`src/rtl/crc_stream_pkg.sv`:
```
// Shared types and bit-level CRC helpers for the streaming CRC engine.
package crc_stream_pkg;

  typedef enum logic {
    IDLE  = 1'b0,
    ACCUM = 1'b1
  } crc_state_t;

  localparam int CRC_MAX_WIDTH = 32;

  function automatic logic [7:0] reflect8(input logic [7:0] value);
    logic [7:0] r;
    r = {<<{value}};
    return r;
  endfunction

  // Bit-reverse the low 'width' bits; the result sits in the low bits.
  function automatic logic [31:0] reflect_n(input logic [31:0] value, input int width);
    logic [31:0] r;
    r = {<<{value}};
    return r >> (CRC_MAX_WIDTH - width);
  endfunction

  // One byte through the MSB-first shift/XOR register, truncated to 'width' bits.
  function automatic logic [31:0] crc_byte_step(input logic [31:0] crc, input logic [7:0] data,
                                                input logic [31:0] poly, input int width);
    logic [31:0] mask;
    logic [31:0] top;
    logic [31:0] c;
    logic [7:0]  d;
    logic        fb;
    mask = 32'((64'd1 << width) - 64'd1);
    top  = 32'(64'd1 << (width - 1));
    c    = crc & mask;
    d    = data;
    for (int i = 0; i < 8; i++) begin
      fb = ((c & top) != 32'd0) ^ d[7];
      c  = (c << 1) & mask;
      if (fb) c = c ^ (poly & mask);
      d  = d << 1;
    end
    return c;
  endfunction

endpackage

```
`src/rtl/crc_beat_next.sv`:
```
// Combinational next-CRC for one beat: kept bytes are folded in ascending order, others skipped.
module crc_beat_next
  import crc_stream_pkg::*;
#(
  parameter int          CRC_WIDTH  = 8,
  parameter logic [31:0] POLY       = 32'h07,
  parameter bit          REFIN      = 1'b0,
  parameter int          DATA_WIDTH = 32
) (
  input  logic [CRC_WIDTH-1:0]    i_crc,
  input  logic [DATA_WIDTH-1:0]   i_data,
  input  logic [DATA_WIDTH/8-1:0] i_keep,
  output logic [CRC_WIDTH-1:0]    o_crc
);

  localparam int NB = DATA_WIDTH / 8;

  logic [31:0]           w_c;
  logic [DATA_WIDTH-1:0] w_d;
  logic [NB-1:0]         w_k;
  logic [7:0]            w_b;

  always_comb begin
    w_c = 32'(i_crc);
    w_d = i_data;
    w_k = i_keep;
    w_b = '0;
    for (int n = 0; n < NB; n++) begin
      w_b = REFIN ? reflect8(w_d[7:0]) : w_d[7:0];
      if (w_k[0]) w_c = crc_byte_step(w_c, w_b, POLY, CRC_WIDTH);
      w_d = w_d >> 8;
      w_k = w_k >> 1;
    end
    o_crc = CRC_WIDTH'(w_c);
  end

endmodule

```
`src/rtl/crc_stream_engine.sv`:
```
// Streaming multi-beat CRC engine with valid/ready on both sides and one registered result per frame.
// Define CRC_STREAM_CHECK_EN to add the m_crc_ok residue-match output.
module crc_stream_engine
  import crc_stream_pkg::*;
#(
  parameter int          CRC_WIDTH  = 8,
  parameter logic [31:0] POLY       = 32'h07,
  parameter logic [31:0] INIT       = 32'h00,
  parameter bit          REFIN      = 1'b0,
  parameter bit          REFOUT     = 1'b0,
  parameter logic [31:0] XOR_OUT    = 32'h00,
  parameter int          DATA_WIDTH = 32
`ifdef CRC_STREAM_CHECK_EN
  ,
  parameter logic [31:0] CHECK_RESIDUE = 32'h00
`endif
) (
  input  logic                    clk,
  input  logic                    reset,
  input  logic [DATA_WIDTH-1:0]   s_data,
  input  logic [DATA_WIDTH/8-1:0] s_keep,
  input  logic                    s_last,
  input  logic                    s_valid,
  output logic                    s_ready,
  output logic [CRC_WIDTH-1:0]    m_crc,
  output logic                    m_valid,
  input  logic                    m_ready
`ifdef CRC_STREAM_CHECK_EN
  ,
  output logic                    m_crc_ok
`endif
);

  localparam logic [CRC_WIDTH-1:0] INIT_T = INIT[CRC_WIDTH-1:0];
  localparam logic [CRC_WIDTH-1:0] XOR_T  = XOR_OUT[CRC_WIDTH-1:0];

  crc_state_t           r_state;
  crc_state_t           w_state_next;
  logic [CRC_WIDTH-1:0] r_acc;
  logic [CRC_WIDTH-1:0] r_crc;
  logic                 r_valid;
  logic [CRC_WIDTH-1:0] w_crc_start;
  logic [CRC_WIDTH-1:0] w_crc_beat;
  logic [CRC_WIDTH-1:0] w_result;
  logic                 w_accept;
  logic                 w_frame_done;

  // Ready depends only on the output register and m_ready, never on s_valid.
  assign s_ready      = !r_valid | m_ready;
  assign w_accept     = s_valid & s_ready;
  assign w_frame_done = w_accept & s_last;
  assign w_crc_start  = (r_state == IDLE) ? INIT_T : r_acc;

  crc_beat_next #(
    .CRC_WIDTH  (CRC_WIDTH),
    .POLY       (POLY),
    .REFIN      (REFIN),
    .DATA_WIDTH (DATA_WIDTH)
  ) u_beat_next (
    .i_crc  (w_crc_start),
    .i_data (s_data),
    .i_keep (s_keep),
    .o_crc  (w_crc_beat)
  );

  always_comb begin
    w_result = w_crc_beat;
    if (REFOUT) w_result = CRC_WIDTH'(reflect_n(32'(w_crc_beat), CRC_WIDTH));
    w_result = w_result ^ XOR_T;
  end

  always_comb begin
    w_state_next = r_state;
    if (w_accept) w_state_next = s_last ? IDLE : ACCUM;
  end

  always_ff @(posedge clk) begin
    if (reset) begin
      r_state <= IDLE;
      r_acc   <= INIT_T;
      r_crc   <= '0;
      r_valid <= 1'b0;
    end else begin
      r_state <= w_state_next;
      if (w_accept) r_acc <= s_last ? INIT_T : w_crc_beat;
      // A new result may replace one being consumed in the same cycle.
      if (w_frame_done) begin
        r_crc   <= w_result;
        r_valid <= 1'b1;
      end else if (m_ready) begin
        r_valid <= 1'b0;
      end
    end
  end

`ifdef CRC_STREAM_CHECK_EN
  logic r_crc_ok;

  always_ff @(posedge clk) begin
    if (reset) begin
      r_crc_ok <= 1'b0;
    end else if (w_frame_done) begin
      r_crc_ok <= (w_result == CRC_WIDTH'(CHECK_RESIDUE));
    end
  end

  assign m_crc_ok = r_crc_ok;
`endif

  assign m_crc   = r_crc;
  assign m_valid = r_valid;

endmodule

```
`config.mk`:
```
export PLATFORM = sky130hd
export DESIGN_NAME = crc_stream_engine
export DESIGN_NICKNAME = d
export VERILOG_FILES = /design/src/rtl/crc_stream_pkg.sv /design/src/rtl/crc_beat_next.sv /design/src/rtl/crc_stream_engine.sv
export SDC_FILE = /design/constraint.sdc
export NUM_CORES = 1
export LEC_CHECK = 0
export CORE_UTILIZATION = 49
export CTS_BUF_LIST = sky130_fd_sc_hd__clkbuf_4 sky130_fd_sc_hd__clkbuf_8
export CTS_CLUSTER_SIZE = 16
export DETAILED_ROUTE_END_ITERATION = 8
export GPL_ROUTABILITY_DRIVEN = 0
export GPL_TIMING_DRIVEN = 0
export PLACE_DENSITY_LB_ADDON = 0.05
export SYNTH_ARGS = -nofsm -noshare
export SYNTH_HDL_FRONTEND = slang
export SYNTH_SLANG_ARGS = --single-unit
```
`constraint.sdc`:
```
create_clock -name clk -period 5.4 [get_ports clk]
set_input_delay 1.08 -clock clk [delete_from_list [all_inputs] [get_ports clk]]
set_output_delay 1.08 -clock clk [all_outputs]
set_load 0.01 [all_outputs]
```
== Yosys cells after proc, flatten, opt, wreduce, memory -nomap -nowiden ==
Index checks and enable logic that the tools add are counted.

* Register bits after elaboration: 18
* Output and inout port bits: 10
* Word-level logic and storage cells: 142

* Mux-type cells: 69
* Bitwise gates (word level): 67
* Reductions and logical operators: 2

{| class="wikitable"
|+ Operator list
! operator !! number
|-
| 2-to-1 mux 8 bit || 34
|-
| 2-to-1 mux 3 bit || 32
|-
| NOT 3 bit || 32
|-
| XOR 1 bit || 32
|-
| 2-to-1 mux 1 bit || 3
|-
| AND 1 bit || 2
|-
| nonzero test 2 bit || 1
|-
| zero test 1 bit || 1
|-
| OR 1 bit || 1
|}

== Longest topological paths before layout ==
* Word-level depth: 98
* Gate-level depth with buffers: 16
* Depth with buffers taken out: 14

== Cells and area by module ==
From an unflattened synthesis, not the netlist that was laid out.

* Cell total of the unflattened synthesis: 319
* Area total of the unflattened synthesis: 2,925.3 µm²

{| class="wikitable"
|+ By module, submodules not included
! module !! times used !! cells an instance !! area each (µm²) !! sequential area each (µm²)
|-
| crc_beat_next || 1 || 229 || 2,109.5 || 0.0
|-
| crc_stream_engine || 1 || 90 || 815.8 || 360.3
|}

== Least setup slack after synthesis ==
OpenSTA, ideal clock, no wires.

* Path kind: in2reg
* From: input s_data[5]
* To: register r_crc[3], in the netlist m_crc[3]
* Arrival time: 4.665 ns
* Data required time: 5.285 ns
* Setup slack: 0.620 ns
* Cell stages on the path: 14
* Cell sequence: xnor3_1 > a21o_1 > a21oi_1 > xnor3_1 > xnor2_1 > mux2i_1 > xor2_1 > xnor3_1 > nand2_1 > xnor2_1 > xnor3_1 > xnor2_1 > a21o_1 > a31o_1

* Longest elaborated chain between the ends: 48

{| class="wikitable"
|+ RTL lines
! item !! line !! text
|-
| start: declaration || crc_stream_engine.sv:20 || <nowiki>input logic [DATA_WIDTH-1:0] s_data,</nowiki>
|-
| XOR 1 bit * || crc_stream_pkg.sv:37 || <nowiki>fb = ((c & top) != 32'd0) ^ d[7];</nowiki>
|-
| 2-to-1 mux 3 bit * || crc_stream_pkg.sv:39 || <nowiki>if (fb) c = c ^ (poly & mask);</nowiki>
|-
| 2-to-1 mux 8 bit * (6 in series) || crc_beat_next.sv:30 || <nowiki>if (w_k[0]) w_c = crc_byte_step(w_c, w_b, POLY, CRC_WIDTH);</nowiki>
|-
| XOR 1 bit or 2-to-1 mux 8 bit (tied branches) || crc_stream_pkg.sv:37, crc_beat_next.sv:30 ||
|-
| 2-to-1 mux 3 bit or 2-to-1 mux 8 bit (tied branches) || crc_stream_pkg.sv:39, crc_beat_next.sv:30 ||
|-
| 2-to-1 mux 8 bit || crc_beat_next.sv:30 ||
|-
| 2-to-1 mux 8 bit, or another cell as far along || crc_beat_next.sv:30 ||
|-
| 2-to-1 mux 8 bit or 2-to-1 mux 3 bit (tied branches) || crc_beat_next.sv:30, crc_stream_pkg.sv:39 ||
|-
| [... 27 more ...] || n/a ||
|-
| 2-to-1 mux 8 bit || crc_beat_next.sv:30 ||
|-
| NOT 3 bit (no line), or another cell as far along || n/a ||
|-
| 2-to-1 mux 3 bit or 2-to-1 mux 8 bit (tied branches) || crc_stream_pkg.sv:39, crc_beat_next.sv:30 ||
|-
| 2-to-1 mux 8 bit || crc_beat_next.sv:30 ||
|-
| NOT 3 bit (no line) or XOR 1 bit (tied branches) || n/a ||
|-
| 2-to-1 mux 3 bit || crc_stream_pkg.sv:39 ||
|-
| 2-to-1 mux 8 bit || crc_beat_next.sv:30 ||
|-
| 2-to-1 mux 8 bit * || crc_beat_next.sv:30 ||
|-
| end signal: assignment || crc_stream_engine.sv:88 || <nowiki>r_crc <= w_result;</nowiki>
|-
| end: declaration || crc_stream_engine.sv:40 || <nowiki>logic [CRC_WIDTH-1:0] r_crc;</nowiki>
|}

Every way passes the cells marked *; elsewhere a longest branch is shown, timed or not. The select of a mux whose other input is x is not followed.
A chain may end at the register's enable or synchronous reset.

== Worst setup path after layout ==
* From: input s_data[5]
* To: register r_acc[2]

* Longest elaborated chain between the ends: 51

{| class="wikitable"
|+ RTL lines
! item !! line !! text
|-
| XOR 1 bit * || crc_stream_pkg.sv:37 ||
|-
| 2-to-1 mux 3 bit * || crc_stream_pkg.sv:39 ||
|-
| 2-to-1 mux 8 bit * (6 in series) || crc_beat_next.sv:30 ||
|-
| XOR 1 bit or 2-to-1 mux 8 bit (tied branches) || crc_stream_pkg.sv:37, crc_beat_next.sv:30 ||
|-
| 2-to-1 mux 3 bit or 2-to-1 mux 8 bit (tied branches) || crc_stream_pkg.sv:39, crc_beat_next.sv:30 ||
|-
| 2-to-1 mux 8 bit || crc_beat_next.sv:30 ||
|-
| 2-to-1 mux 8 bit, or another cell as far along || crc_beat_next.sv:30 ||
|-
| 2-to-1 mux 8 bit or 2-to-1 mux 3 bit (tied branches) || crc_beat_next.sv:30, crc_stream_pkg.sv:39 ||
|-
| [... 30 more ...] || n/a ||
|-
| 2-to-1 mux 8 bit || crc_beat_next.sv:30 ||
|-
| NOT 3 bit (no line), or another cell as far along || n/a ||
|-
| 2-to-1 mux 3 bit or 2-to-1 mux 8 bit (tied branches) || crc_stream_pkg.sv:39, crc_beat_next.sv:30 ||
|-
| 2-to-1 mux 8 bit || crc_beat_next.sv:30 ||
|-
| NOT 3 bit (no line) or XOR 1 bit (tied branches) || n/a ||
|-
| 2-to-1 mux 3 bit || crc_stream_pkg.sv:39 ||
|-
| 2-to-1 mux 8 bit * || crc_beat_next.sv:30 ||
|-
| 2-to-1 mux 8 bit * || crc_stream_engine.sv:85 || <nowiki>if (w_accept) r_acc <= s_last ? INIT_T : w_crc_beat;</nowiki>
|-
| end signal: assignment || crc_stream_engine.sv:85 ||
|-
| end: declaration || crc_stream_engine.sv:39 || <nowiki>logic [CRC_WIDTH-1:0] r_acc;</nowiki>
|}

Marks and branches as above.

==> reports/results.txt <==
outcome: finished, final reports clean
met3 usage: 2.56%
Overflow after GRT: 0
Final Core Density: 63.5%
Synth Instances: 358
Reg2Reg Depth: 15
die area: 6730 um2
slew at the pin with the worst max-slew slack: 0.914 ns
max-slew violation count: 0
LEAKAGE: 0.00156 uW
Hold Path Stages: 2
Seq cells post-synth: 18
main flop type after synthesis: dfxtp_1
clk_lat worst skew: 0.26 ns
global-route wire length before repair: 12000 um
Total Nets Final: 451
class of the most critical hold timing path: reg -> reg
routing usage on met1: 32.8%
# clock sinks: 18
crit path DAT: 5.34 ns
Starting Density: 51.8%
IO Pins: 51
pin count of the biggest net entering global routing: 11
row count: 28
Reg2Reg Capture Point: r_acc[2]$_SDFFE_PP0P_
Max VDD drop: 0.520 mV
cell-internal power: 1280 uW
pwr/cell area: 640 nW/um2
synth unique cells: 68
Fin Clk Skew: 0.00166 ns
Die X: 82.1 um
ANT cells: 0
hold_buf cts: 0
final non-filler cell total: 484
Syn Area/Cell: 8.77 um2
Hold EP: m_crc[5]$_SDFFE_PP0P_
Reg clk slew, reported paths: 0.07 ns
post-DR vias/cell: 5.67
core area: 6060 um2
critical path peak fanout: 5
classification of the worst setup path: in -> reg
H-tree lvl count: 1
syn nets: 399
CP Capture Type: flip-flop
GRT Util Overall: 23.5%
Die Ht: 82.1 um
hold wc startpoint: m_crc[5]$_SDFFE_PP0P_
post-route cell area: 3850 um2
Cell Area, Placed: 3680 um2
synthesis warning total: 0
part of the cycle the worst path needs: 96.1%
CP required: 5.56 ns
Async SR Flop Fraction: 0%
Seq/Total Area, Yosys: 11.5%
Clk pwr share: 4.7%
met2 Use GR: 39.6%
final antenna-violating net count: 0
Hold Slack: 0.491 ns
r2r setup slk: 1.08 ns
min cycle time layout: 5.19 ns
Clock Root Buffer: clkbuf_8
Seq pwr share: 9.8%
vias in the first global route: 2515
Area Overhead vs Synth: 22.5%
GRT busiest layer: met2
Pre-Repair DR Iteration Count: 4
worst r2r src: r_state$_SDFFE_PP0P_
max-cap violations: 0
initial antenna violation count: 0
DRC Markers: 0
HPWL after DPL: 6220 um
maximum clock rate: 0.193 GHz
Rel. slew slack: 38.6%
wire length per cell: 15.6 um
Vias: 2744
TritonCTS clock tree: yes
Switching Power: 1190 uW
DRT iter0 DRCs: 119
switching share of power: 48.2%
Setup crit start kind: input port
final hold vios: 0
Cell Count Post-Placement: 478
layout cells sized above 1: 12.5%
Post-Route WL: 7540 um
clk buf depth: 2
port bufs: 45
mapped cell area: 3140 um2
endpoints failing setup: 0
Num CTS Buffers: 3
fillers: 551
Post-synth EDFFs: 0
Gate power share: 85.5%
[routing by layer]
| layer | part of all wire (%) | vias to the layer above |
|---|---|---|
| met5 | 0 | - |
| met4 | 0.64 | 0 |
| met3 | 3.3 | 4 |
| met2 | 48 | 52 |
| met1 | 48 | 1298 |
| li1 | - | 1390 |
[stage by stage]
| stage | TNS, ns | setup WS (ns) | total power [uW] |
|---|---|---|---|
| floorplan | 0 | 0.620 | 1790 |
| global placement | -3.12 | -0.745 | 2190 |
| detailed placement | -3.73 | -0.781 | 2210 |
| CTS | 0 | 0.0644 | 2390 |
| global route | -0.0330 | -0.0179 | 2640 |
| finish | 0 | 0.213 | 2460 |
[repair_timing]
action / 4_1_cts / 5_1_grt
setup endpoints to repair: 6 / 11
gates resized for setup: 5 / 9
pin swaps: 1 / 2
setup buffers: 2 / 0
[flip-flops by register name, indices dropped and copies added (netlist names)]
signal / flops
r_state: 1
r_acc: 8
m_crc: 8
m_valid: 1
[power groups by stage]
stage | Clock, uW | Combinational (uW) | Sequential [uW]
finish | 116 | 2110 | 241
global route | 122 | 2270 | 249
floorplan | 0 | 1540 | 245
detailed placement | 0 | 1970 | 245
CTS | 116 | 2030 | 241
global placement | 0 | 1950 | 243
[critical path: stages]
cell and delay (ns):
clkdlybuf4s50_1 0.51, xnor3_1 0.44, a21o_1 0.18, a21oi_2 0.18
xnor3_1 0.34, xnor2_2 0.20, mux2i_2 0.34, xnor3_1 0.32
xnor2_1 0.27, nor2_2 0.10, xnor3_1 0.42, or4b_1 0.52
nand4_1 0.12, xnor2_1 0.11, a22o_1 0.22
[area by class of cell]
type	count	area [um2]	area share, %
clock buffer	4	55.1	1.43
buffer	16	77.6	2.02
multi-input combinational	318	2770	72.1
timing repair buffer	47	465	12.1
inverter	6	22.5	0.585
sequential	18	360	9.37
tap	75	93.8	2.44
[cell usage in the layout (no fill, tap or decap), types with 5 or more instances in the layout]
cell and n:
xnor2_2 6, and3_1 7, nor4_1 5, o21ai_0 10
xnor2_1 56, a21o_1 5, clkdlybuf4s50_1 45, a22o_1 6
nand3_1 12, a22oi_1 5, nor2_1 16, inv_1 6
nand4_1 5, clkbuf_1 9, dfxtp_1 18, a21oi_1 9
nor3_1 8, buf_2 5, nand2_1 33, xor2_1 24
mux2i_1 7, xor2_2 5, xnor3_1 15, and2_1 12
[worst max-delay path by stage]
stage / startpoint / slack (ns) / end / cells after the start
floorplan: s_data[5] / 0.62 / m_crc[3]$_SDFFE_PP0P_ / 14
finish: s_data[5] / 0.21 / r_acc[2]$_SDFFE_PP0P_ / 15
detailed placement: s_data[5] / -0.78 / m_crc[3]$_SDFFE_PP0P_ / 15
global placement: s_data[5] / -0.74 / m_crc[3]$_SDFFE_PP0P_ / 15
global route: s_data[6] / -0.02 / m_crc[7]$_SDFFE_PP0P_ / 15
CTS: s_data[5] / 0.06 / r_acc[2]$_SDFFE_PP0P_ / 15
[logic make-up (layout without fill, tap and decap cells)]
group           Yosys count  count (layout)  synth area share (%)
simple gates            126             126                  22.3
xor+xnor                111             111                  40.4
compound gates           70              70                  18.6
buf+inv                  22              73                  3.19
flops                    18              18                  11.5
mux                      11              11                  4.06
[synthesized netlist by cell type (all sizes together), types with 3 or more instances]
master   number  area [um2]
xnor2        63         567
nand2        33         124
xor2         29         269
dfxtp        18         360
nor2         18        77.6
xnor3        17         384
and2         13        83.8
nand3        12        60.1
a21oi        11        55.1
nor3         11        76.3
mux2i        10         116
o21ai        10        50.1
clkbuf        9        33.8
and3          8        55.1
buf           7        43.8
a22o          6        52.6
a22oi         6        50.1
inv           6        22.5
a21o          5        37.5
nand4         5        31.3
nor4          5        31.3
o211ai        5        42.5
a31o          4        35.0
nand2b        4        25.0
nand3b        4        30.0
o2111ai       4        35.0
a211o         3        26.3
nand4b        3        26.3
No activity file was read; power rests on OpenSTA's default activity.
